**src/rtl/ysyx_25030077_pkg.sv**
```systemverilog
// Shared types and constants for the ysyx_25030077 instruction fetch unit.
package ysyx_25030077_pkg;

   localparam int XLEN = 32;
   localparam logic [XLEN-1:0] RESET_PC_DEFAULT = 32'h8000_0000;

   typedef enum logic [2:0] {
      IFU_BOOT,
      IFU_REQ,
      IFU_WAIT,
      IFU_DELIV,
      IFU_HALT,
      IFU_FAULT
   } ifu_state_e;

endpackage

```
**src/rtl/ysyx_25030077_ifu.sv**
```systemverilog
// Instruction fetch unit: owns the PC, issues one fetch at a time, presents the
// fetched word to execute and closes the PC loop with the next-PC unit.
//
//   state  | meaning
//   BOOT   | one idle cycle after reset, no handshakes
//   REQ    | fetch request at pc held until accepted
//   WAIT   | request accepted, waiting for the response pulse
//   DELIV  | instruction + pc presented until consumed
//   HALT   | ebreak retired, terminal until reset
//   FAULT  | fetch error, misaligned target or unknown instruction, terminal
module ysyx_25030077_ifu
   import ysyx_25030077_pkg::*;
#(
   parameter logic [XLEN-1:0] RESET_PC = RESET_PC_DEFAULT
) (
   input  logic            clock,
   input  logic            reset,
   output logic            io_imem_req_valid,
   input  logic            io_imem_req_ready,
   output logic [XLEN-1:0] io_imem_req_addr,
   input  logic            io_imem_resp_valid,
   input  logic [XLEN-1:0] io_imem_resp_data,
   input  logic            io_imem_resp_err,
   output logic            io_inst_valid,
   input  logic            io_inst_ready,
   output logic [XLEN-1:0] io_instruction,
   output logic [XLEN-1:0] io_pc_count,
   input  logic [XLEN-1:0] io_pc_next,
   input  logic            io_is_unknown_instruction,
   input  logic            io_halt,
   output logic            io_fault,
   output logic            io_halted,
   output logic [XLEN-1:0] io_retired
);

   ifu_state_e      state_q, state_d;
   logic [XLEN-1:0] pc_q, pc_d;
   logic [XLEN-1:0] inst_q, inst_d;
   logic [XLEN-1:0] retired_q, retired_d;

   always_comb begin
      state_d   = state_q;
      pc_d      = pc_q;
      inst_d    = inst_q;
      retired_d = retired_q;
      unique case (state_q)
         IFU_BOOT: state_d = IFU_REQ;
         IFU_REQ: begin
            if (io_imem_req_ready) state_d = IFU_WAIT;
         end
         IFU_WAIT: begin
            if (io_imem_resp_valid) begin
               if (io_imem_resp_err) begin
                  state_d = IFU_FAULT;
               end else begin
                  inst_d  = io_imem_resp_data;
                  state_d = IFU_DELIV;
               end
            end
         end
         IFU_DELIV: begin
            // The consuming instruction counts as retired even when it ends the run.
            if (io_inst_ready) begin
               retired_d = retired_q + 32'd1;
               if (io_is_unknown_instruction) begin
                  state_d = IFU_FAULT;
               end else if (io_halt) begin
                  pc_d    = io_pc_next;
                  state_d = IFU_HALT;
               end else if (io_pc_next[1:0] != 2'b00) begin
                  state_d = IFU_FAULT;
               end else begin
                  pc_d    = io_pc_next;
                  state_d = IFU_REQ;
               end
            end
         end
         default: state_d = state_q;
      endcase
   end

   always_ff @(posedge clock or negedge reset) begin
      if (!reset) begin
         state_q   <= IFU_BOOT;
         pc_q      <= RESET_PC;
         inst_q    <= '0;
         retired_q <= '0;
      end else begin
         state_q   <= state_d;
         pc_q      <= pc_d;
         inst_q    <= inst_d;
         retired_q <= retired_d;
      end
   end

   assign io_imem_req_valid = (state_q == IFU_REQ);
   assign io_imem_req_addr  = pc_q;
   assign io_inst_valid     = (state_q == IFU_DELIV);
   assign io_instruction    = inst_q;
   assign io_pc_count       = pc_q;
   assign io_fault          = (state_q == IFU_FAULT);
   assign io_halted         = (state_q == IFU_HALT);
   assign io_retired        = retired_q;

endmodule

```
**config.mk**
```make
export PLATFORM = sky130hd
export DESIGN_NAME = ysyx_25030077_ifu
export DESIGN_NICKNAME = d
export VERILOG_FILES = /design/src/rtl/ysyx_25030077_pkg.sv /design/src/rtl/ysyx_25030077_ifu.sv
export SDC_FILE = /design/constraint.sdc
export NUM_CORES = 1
export LEC_CHECK = 0
export ABC_AREA = 1
export CAP_MARGIN = 20
export CORE_UTILIZATION = 25
export CTS_BUF_LIST = sky130_fd_sc_hd__clkbuf_4 sky130_fd_sc_hd__clkbuf_8
export DETAILED_ROUTE_END_ITERATION = 8
export HOLD_SLACK_MARGIN = 0.05
export PLACE_DENSITY = 0.51
export REMOVE_ABC_BUFFERS = 1
export SYNTH_ARGS = -nofsm -noshare
export SYNTH_HDL_FRONTEND = slang
export SYNTH_SLANG_ARGS = --single-unit
```
**constraint.sdc**
```tcl
create_clock -name clock -period 1.76 [get_ports clock]
set_input_delay 0.176 -clock clock [delete_from_list [all_inputs] [get_ports clock]]
set_output_delay 0.176 -clock clock [all_outputs]
set_load 0.02 [all_outputs]
```
==> summary.md <==
| Metric | Value |
|---|---|
| Worst-case reg-to-reg path depth | `10` |
| Worst Max-Slew Pin Slew | `399 ps` |
| Clk_skew | `9.15 ps` |
| WHS | `255 ps` |
| Root buffer cell | `clkbuf_8` |
| Initial antenna violation count | `0` |
| RSZ-0062 raised after global routing | `false` |
| Worst R2R End | `io_retired[14]` |
| Max Cap Viol | `0` |
| Register bit total from synthesis | `roughly 100` |
| Result of the run | `finished clean` |
| Simple-gate share of the synthesized area | `0.219` |
| Crit share post-route | `0.953` |
| Number of global-route vias before repair | `4068` |
| Setup crit end | `io_retired[11]` |
| Global Route Usage Sum | `0.138` |
| Power Density | `606 nW/um^2` |
| Adder-cell share of the synthesized area | `0.00261` |
| Multi-input gate area | `1610 sq um` |
| Setup TNS | `0 ps` |
| Largest net degree at the start of global routing | `65` |
| Worst path cell trace | `clkdlybuf4s50_1` |
| Worst-skew pair later-pin latency | `380 ps` |
| Detailed placement HPWL | `between 9 and 10 mm` |
| Crit-path max FO | `5` |
| Delay-heaviest family, CP | `buffers and inverters` |
| Vias/cell | `around 4.1` |
| Worst Setup SP | `io_retired[11]` |
| Die W | `around 140 microns` |
| Drt total wl | `12.9 mm` |
| Internal reg-to-reg setup slack | `190 ps` |
| Routed len/inst | `12.8 microns` |
| Tmin final | `1680 ps` |
| Crit path buf inv count | `1` |
| CTS tree | `yes` |
| Sink Count | `99` |
| Slowest CP cell | `clkdlybuf4s50_1` |
| Complex-gate fraction of the synthesized area | `0.0774` |
| Synthesized area | `4800 sq um` |
| Antenna-violating nets left | `0` |
| Startpoint Class | `register` |
| Total die area | `between 15000 and 20000 sq um` |
| Worst-path clk slew | `100 ps` |
| Mapped Cells | `581` |
| XOR/XNOR Fraction of Synth Area | `0.0347` |
| Placeable Area | `18800 sq um` |
| CTS Buf Count | `9` |
| Post-route DRC | `0` |
| Final hold vios | `0` |
| Met3 Usage GRT | `0.0438` |
| Max incr delay on CP | `around 660 ps` |
| Stages on the worst setup path | `1` |
| WP data required | `between 1500 and 2000 ps` |
| Layout net count | `843` |
| Cell variety after synth | `28` |
| Syn Area/Cell | `8.26 sq um` |
| Crit Path Category | `register to output port` |
| Bufs on Longest Clock Path | `2` |
| Routed vias | `4145` |
| Initial core utilization | `0.256` |
| Post-layout util | `0.387` |
| Crit path capture type | `output port` |
| Arrival time worst endpoint | `1500 ps` |
| Port bufs | `203` |
| First-pass GRT wire length | `around 21 mm` |
| Post-CTS Setup Repair Bufs | `0` |
| Worst r2r src | `io_retired[0]` |
| Leakage power | `3.41 nW` |
| Post-synthesis mux area share | `0` |
| Type of the worst min-delay path | `input pin to async pin` |
| Die Height | `141 microns` |
| Diode count | `0` |
| Most used cells in the layout excluding fill and tap cells | `clkdlybuf4s50_1 (194), nand2_1 (148), inv_1 (109), dfrtp_1 (98), o21ai_0 (47)` |
| GP Congestion | `0.795` |
| I/O pin cnt | `between 200 and 250` |
| Fillers | `1938` |
| Layout cells sized above 1 | `0.0723` |
| Pins Over Slew Limit | `0` |
| H-tree depth | `3` |
| Sequential share of the synthesized area | `0.516` |
| Final setup viols | `0` |
| DRT iter0 DRCs | `112` |
| Register area | `~2500 sq um` |
| Ys Warns | `0` |
| Area Overhead vs Synth | `51.2%` |
| Max_slew headroom | `0.734` |
| Main combinational cell family by area after synthesis | `simple AND/OR/NAND/NOR gates` |
| Worst VDD drop | `0.297 mV` |
| DRT Pass-1 Iters | `4` |
| Met1 usage | `0.181` |
| Layer with the highest usage | `met2` |
| F_max | `0.596 GHz` |
| FP Rows | `50` |
| Most common cell after layout, fill and taps aside | `clkdlybuf4s50_1` |
| Met2 usage | `0.211` |
| Grt ovf | `0` |
[report_power, final]
part | switching [mW] | internal (mW) | leakage (nW) | total [mW]
registers | 0.00215 | 2.28 | 1.35 | 2.28
clock network | 0.866 | 0.987 | 0.126 | 1.85
logic | 0.105 | 0.167 | 1.93 | 0.272
[registers in the layout, indices dropped and copies added (netlist names)]
| signal | count |
|---|---|
| io_instruction | 32 |
| state_q | 3 |
| io_imem_req_addr | 32 |
| io_retired | 32 |
[timing repair]
item | CTS | global route
setup endpoints to repair | 6 | 8
cloned | 0 | 0
gates resized for setup | 9 | 9
hold endpoints to repair | 33 | 0
hold buffers | 1 | 0
[cells by family after synthesis]
group                      Yosys count
buffers and inverters              155
xor gates and xnor gates            19
and+or+nand+nor                    237
DFF                                 99
AOI/OAI and AO/OA                   70
adders and majority gates            1
[cells in the mapped netlist]
cell type	number	area share
buf_2	9	0.0094
ha_1	1	0.0026
o21bai_1	1	0.0016
inv_1	109	0.085
inv_2	1	0.00078
nand2_1	148	0.12
nand4_4	1	0.0044
o211ai_4	1	0.0044
o21ai_1	20	0.021
nand3_2	2	0.0042
dfstp_2	1	0.0055
nand4_1	13	0.017
clkbuf_2	1	0.0010
xnor2_1	13	0.024
clkbuf_1	2	0.0016
nand3b_1	1	0.0016
nor3_1	4	0.0042
dfrtp_1	98	0.51
nor3_4	2	0.0068
o21ai_0	47	0.049
nand3_1	23	0.024
nor2_1	37	0.029
xor2_1	6	0.011
buf_6	1	0.0023
a22oi_1	1	0.0016
nor2_2	2	0.0026
nor2_4	4	0.0094
buf_4	32	0.050
[through the flow]
step           std cells  setup WS, ps  power (mW)  cell area [sq um]
3_3_place_gp         992           122        2.60               7010
3_5_place_dp         992          95.3        2.60               7010
5_1_grt             1009          3.23        4.61               7260
2_1_floorplan        536          6.18        2.36               4490
6_report            1009          82.2        4.40               7260
4_1_cts             1009          1.62        4.50               7260
[final cells by class]
class / count / share of cell area
Inverter: 110 / 0.0569
Sequential cell: 99 / 0.341
Clock buffer: 10 / 0.0190
Timing Repair Buffer: 223 / 0.306
Tap cell: 234 / 0.0403
Multi-Input combinational cell: 327 / 0.221
Clock inverter: 6 / 0.0155
[how the worst min path moves through the flow]
stage	end	cells past startpoint	from
2_1_floorplan	io_imem_req_addr[0]	0	reset
3_3_place_gp	io_retired[10]	1	reset
3_5_place_dp	io_retired[14]	1	reset
4_1_cts	io_retired[14]	2	reset
5_1_grt	io_retired[14]	2	reset
6_report	io_retired[14]	2	reset
[routing by layer]
metal / vias to the layer above / wire length [microns]
li1: 2124 / -
met2: 146 / 5540
met1: 1864 / 6200
met3: 11 / 988
met5: - / 0
met4: 0 / 186
(Power assumes the default switching activity.)
